===== src/rtl/pc_gen_pkg.sv =====
// pc_gen_pkg: shared state and next-PC source types for the fetch PC generator.
package pc_gen_pkg;
  typedef enum logic [1:0] {BOOT, RUN, HALT} state_t;
  typedef enum logic [2:0] {SRC_HOLD, SRC_SEQ, SRC_RAS, SRC_REDIR, SRC_TRAP} src_t;
endpackage


===== src/rtl/pc_gen_ras.sv =====
// pc_gen_ras: circular return-address stack; pushing when full overwrites the oldest entry.
module pc_gen_ras
  import pc_gen_pkg::*;
#(
  parameter int WIDTH = 32,
  parameter int DEPTH = 4
) (
  input  logic             clk,
  input  logic             rst,
  input  logic             push,
  input  logic             pop,
  input  logic [WIDTH-1:0] data,
  output logic [WIDTH-1:0] top,
  output logic             empty
);
  localparam int AW = $clog2(DEPTH);
  logic [WIDTH-1:0] mem [DEPTH];
  logic [AW-1:0] ptr, ptr_inc;
  logic [AW:0] count;
  assign ptr_inc = ptr + 1'b1;
  assign top = mem[ptr];
  assign empty = count == '0;
  always_ff @(posedge clk) begin
    if (rst) begin
      ptr <= '0;
      count <= '0;
    end else if (push && pop && !empty) begin
      mem[ptr] <= data;
    end else if (push) begin
      mem[ptr_inc] <= data;
      ptr <= ptr_inc;
      count <= (count == (AW+1)'(DEPTH)) ? count : count + 1'b1;
    end else if (pop && !empty) begin
      ptr <= ptr - 1'b1;
      count <= count - 1'b1;
    end
  end
endmodule


===== src/rtl/pc_gen.sv =====
// pc_gen: fetch PC generator with trap/redirect/sequential selection, stall and halt.
// Optional return-address stack compiled in with `define RAS_EN.
module pc_gen
  import pc_gen_pkg::*;
#(
  parameter int               WIDTH        = 32,
  parameter logic [WIDTH-1:0] RESET_VECTOR = '0,
  parameter int               STEP         = 4,
  parameter int               RAS_DEPTH    = 4
) (
  input  logic             CLK,
  input  logic             RST,
  input  logic             stall,
  input  logic             fetch_ready,
  input  logic             redirect_valid,
  input  logic [WIDTH-1:0] redirect_target,
  input  logic             trap_valid,
  input  logic [WIDTH-1:0] trap_vector,
  input  logic             halt_req,
  input  logic             call_push,
  input  logic             ret_pop,
  output logic             fetch_valid,
  output logic [WIDTH-1:0] fetch_pc,
  output logic [WIDTH-1:0] pc_plus_step,
  output logic             halted
);
  state_t state, state_n;
  src_t src;
  logic accept, live, ras_hit;
  logic [WIDTH-1:0] ras_top, next_pc;
  assign pc_plus_step = fetch_pc + WIDTH'(STEP);
  assign accept = fetch_valid & fetch_ready & ~stall;
  assign live = state != BOOT;
`ifdef RAS_EN
  logic ras_empty, seq_acc;
  // Stack only moves on a fetch that actually retires sequentially.
  assign seq_acc = accept & ~trap_valid & ~redirect_valid;
  assign ras_hit = ret_pop & ~ras_empty;
  pc_gen_ras #(.WIDTH(WIDTH), .DEPTH(RAS_DEPTH)) u_ras (
    .clk(CLK),
    .rst(RST),
    .push(seq_acc & call_push),
    .pop(seq_acc & ret_pop),
    .data(pc_plus_step),
    .top(ras_top),
    .empty(ras_empty)
  );
`else
  logic unused_ras;
  assign unused_ras = call_push ^ ret_pop ^ (RAS_DEPTH == 0);
  assign ras_hit = 1'b0;
  assign ras_top = '0;
`endif
  always_comb begin
    src = (live && trap_valid) ? SRC_TRAP :
          (live && redirect_valid) ? SRC_REDIR :
          accept ? (ras_hit ? SRC_RAS : SRC_SEQ) : SRC_HOLD;
    next_pc = (src == SRC_TRAP) ? trap_vector :
              (src == SRC_REDIR) ? redirect_target :
              (src == SRC_RAS) ? ras_top :
              (src == SRC_SEQ) ? pc_plus_step : fetch_pc;
    // halt_req wins over a simultaneous wake-up so halt+redirect still parks.
    state_n = (state == BOOT) ? RUN :
              halt_req ? HALT :
              (state == HALT && !(trap_valid || redirect_valid)) ? HALT : RUN;
  end
  always_ff @(posedge CLK) begin
    if (RST) begin
      state <= BOOT;
      fetch_pc <= RESET_VECTOR;
      fetch_valid <= 1'b0;
      halted <= 1'b0;
    end else begin
      state <= state_n;
      fetch_pc <= next_pc;
      fetch_valid <= state_n == RUN;
      halted <= state_n == HALT;
    end
  end
endmodule


===== config.mk =====
export PLATFORM = sky130hd
export DESIGN_NAME = pc_gen
export DESIGN_NICKNAME = d
export VERILOG_FILES = /design/src/rtl/pc_gen_pkg.sv /design/src/rtl/pc_gen_ras.sv /design/src/rtl/pc_gen.sv
export SDC_FILE = /design/constraint.sdc
export NUM_CORES = 1
export LEC_CHECK = 0
export BUFFER_PORTS_ARGS = -buffer_cell sky130_fd_sc_hd__buf_4
export CAP_MARGIN = 20
export CORE_MARGIN = 2
export CORE_UTILIZATION = 46
export CTS_CLUSTER_DIAMETER = 200
export DETAILED_ROUTE_END_ITERATION = 8
export PLACE_DENSITY = 0.92
export SYNTH_ARGS = -nofsm -noshare
export SYNTH_HDL_FRONTEND = slang
export SYNTH_SLANG_ARGS = --single-unit

===== constraint.sdc =====
create_clock -name CLK -period 2.8 [get_ports CLK]
set_clock_uncertainty 0.15 [all_clocks]
set_input_delay 0.28 -clock CLK [delete_from_list [all_inputs] [get_ports CLK]]
set_output_delay 0.28 -clock CLK [all_outputs]
set_load 0.01 [all_outputs]

==> out/results.tsv <==
metric	value	unit
status	finished clean	
finalPower	1.60	mW
period_share	99.6	%
synth_top_area_cell	dfxtp_1	
ios	139	
clock-sinks	36	
cts_root_buffer	clkbuf_8	
ys_top_cells_by_count	dfxtp_1 (36), nor2_1 (28), xnor2_1 (22)	
core_area	0.00582	mm2
worstSetupPathType	reg -> out	
syn_avg_cell_area	7.98	um2
die_h	81.0	um
maxSlewHeadroom	53.1	%
synth_flop_cell	dfxtp_1	
finish.utilization	67.9	%
grt_pass1_wl	15.4	mm
htree_levels	2	
dp_hpwl	7.40	mm
vias_per_cell	6.47	
grt_util_all_layers	29.8	%
startpoint_type	flip-flop	
hp-class	in -> reg	
path_clk_slew	0.08	ns
leakage	1.68	nW
yosysMostFrequentCell	dfxtp_1	
clockBufferDepth	2	
grt_pass1_vias	3305	
antenna_found_initial	0	
ys_warn_count	0	
syn_inst	342	
drtPass1Iterations	5	
maxSlewViolCount	0	
layout.nets	551	
max_freq	359	MHz
ant_nets	0	
critPathCaptureType	primary output	
path_max_fanout	8	
cts_tree	built	
yosysSeqAreaShare	26.4	%
cpPeakStageDelay	0.67	ns
globalplace.congestion	0.899	
arrival	2.36	ns
synthesis.nets	416	
die_w	81.0	um
synth-edff-count	0	
drive_gt1_share	38.7	%
min_period	2.79	ns
portBuffers	136	
clock_latency	0.29	ns
netlist_area	0.00273	mm2
wl	10.2	mm
synth_top_cell_area_share	26.4	%
irDropWorstVdd	280	uV
synthTopCellsByArea	dfxtp_1 (26%), xnor2_1 (7.1%), xor2_1 (4.2%), nor2_1 (3.9%), a21oi_1 (3.3%)	
die-area	0.00656	mm2
crit_required	2.37	ns
drv_cap	0	
report.final.hold_viol_count	0	
synth_seq_cells	36	
worst_slack	0.0109	ns
diodes	0	
yosysUniqueCellTypes	57	
crit_chain	nand4_1 -> or4_4 -> buf_4 -> nor3_4 -> xor2_1 -> buf_4	
cp_slowest_cell	or4_4	
rsz0062_at_grt	yes	
cts_buffers	5	
grt_max_degree	32	
power.density	406	mW/mm2
synthToLayoutAreaGrowth	44.6	%
place_ws	0.222	ns
overflow	0	
drt-initial-drc-count	427	
cp_common_cell	buf_4	
dr_total_vias	3576	
start_util	46.9	%
n_fill_cell	491	
tightest_slew	0.699	ns
postSynth.asyncResetShare	0	%
setup_viol	0	
placementRows	28	
wl_per_cell	18.4	um
drc_errors	0	
what timing repair did:
action,CTS,global route
pin swaps,0,2
resized for setup,1,6
endpoints found under the setup margin,3,10
buffers inserted,0,2
hold buffers,0,0
path summary, 6_finish.rpt:
path	startpoint	slack, ns	depth (start not counted)	endpoint
setup / recovery	fetch_pc[4]	0.01	6	pc_plus_step[25]
hold / removal	halt_req	0.13	3	state[1]
setup reg to reg	fetch_pc[4]	0.33	6	fetch_pc[25]
hold reg to reg	fetch_pc[3]	0.36	2	fetch_pc[3]
cell usage in the layout (no fill, tap or decap), types with 5 or more instances in the layout:
cell type / instances
a211oi_1: 8
a21oi_1: 18
a222oi_1: 6
a22oi_1: 11
and3_1: 7
buf_4: 156
clkbuf_8: 5
dfxtp_1: 32
inv_1: 5
nand2_1: 21
nand3_1: 18
nand3b_1: 5
nand4_1: 10
nor2_1: 28
nor3_1: 13
o21ai_0: 10
o22ai_1: 13
xnor2_1: 22
xor2_1: 13
layout make-up:
cell class,count,area (um2),share of cell area (%)
well taps,75,93.8,2.38
clock buffers,5,68.8,1.74
repair buffers,156,1170,29.7
flip-flops and latches,36,726,18.4
inverters,5,18.8,0.476
clock inverters,3,42.5,1.08
multi-input cells,273,1830,46.3
critical path, delay by kind of cell (launching register included):
family                 cells  cell delay, ns
AND/OR/NAND/NOR            3            1.18
buffers and inverters      2            0.32
XOR/XNOR                   1            0.16
flip-flops                 1            0.40
cell families (layout without fill, tap and decap cells):
logic type / count (synthesis) / in the layout / synth area share [%]
AND/OR/NAND/NOR: 133 / 133 / 27.1
XOR/XNOR: 35 / 35 / 11.2
AO/OA/AOI/OAI: 102 / 102 / 26.8
flip-flops: 36 / 36 / 26.4
multiplexers: 2 / 2 / 0.734
adder cells (fa/ha/maj): 1 / 1 / 0.458
buffers and inverters: 33 / 169 / 7.34
power by group:
part,switching (mW),internal (mW)
clock,0.210,0.264
sequential,0.0611,0.552
combinational,0.257,0.260
flip-flops by register name, indices dropped and copies added (netlist names):
signal       count
state            2
halted           1
fetch_valid      1
fetch_pc        32
per-layer routing:
layer / GRT usage [%] / vias to the layer above / part of all wire (%)
li1: - / 1570 / -
met1: 35.6 / 1669 / 37
met2: 50.5 / 283 / 49
met3: 5.11 / 54 / 11
met4: 16.6 / 0 / 4.0
met5: 0 / - / 0
metrics by stage:
step	setup TNS, ns	cell area (um2)	hold WS (ns)	std cells
after global routing	-0.0276	3950	0.152	553
after floorplan	0	2730	0.320	342
after global placement	0	3800	0.347	543
after CTS	0	3910	0.126	551
after detailed placement	0	3800	0.376	543
final	0	3950	0.127	553
Power figures use the tool's default switching activity.
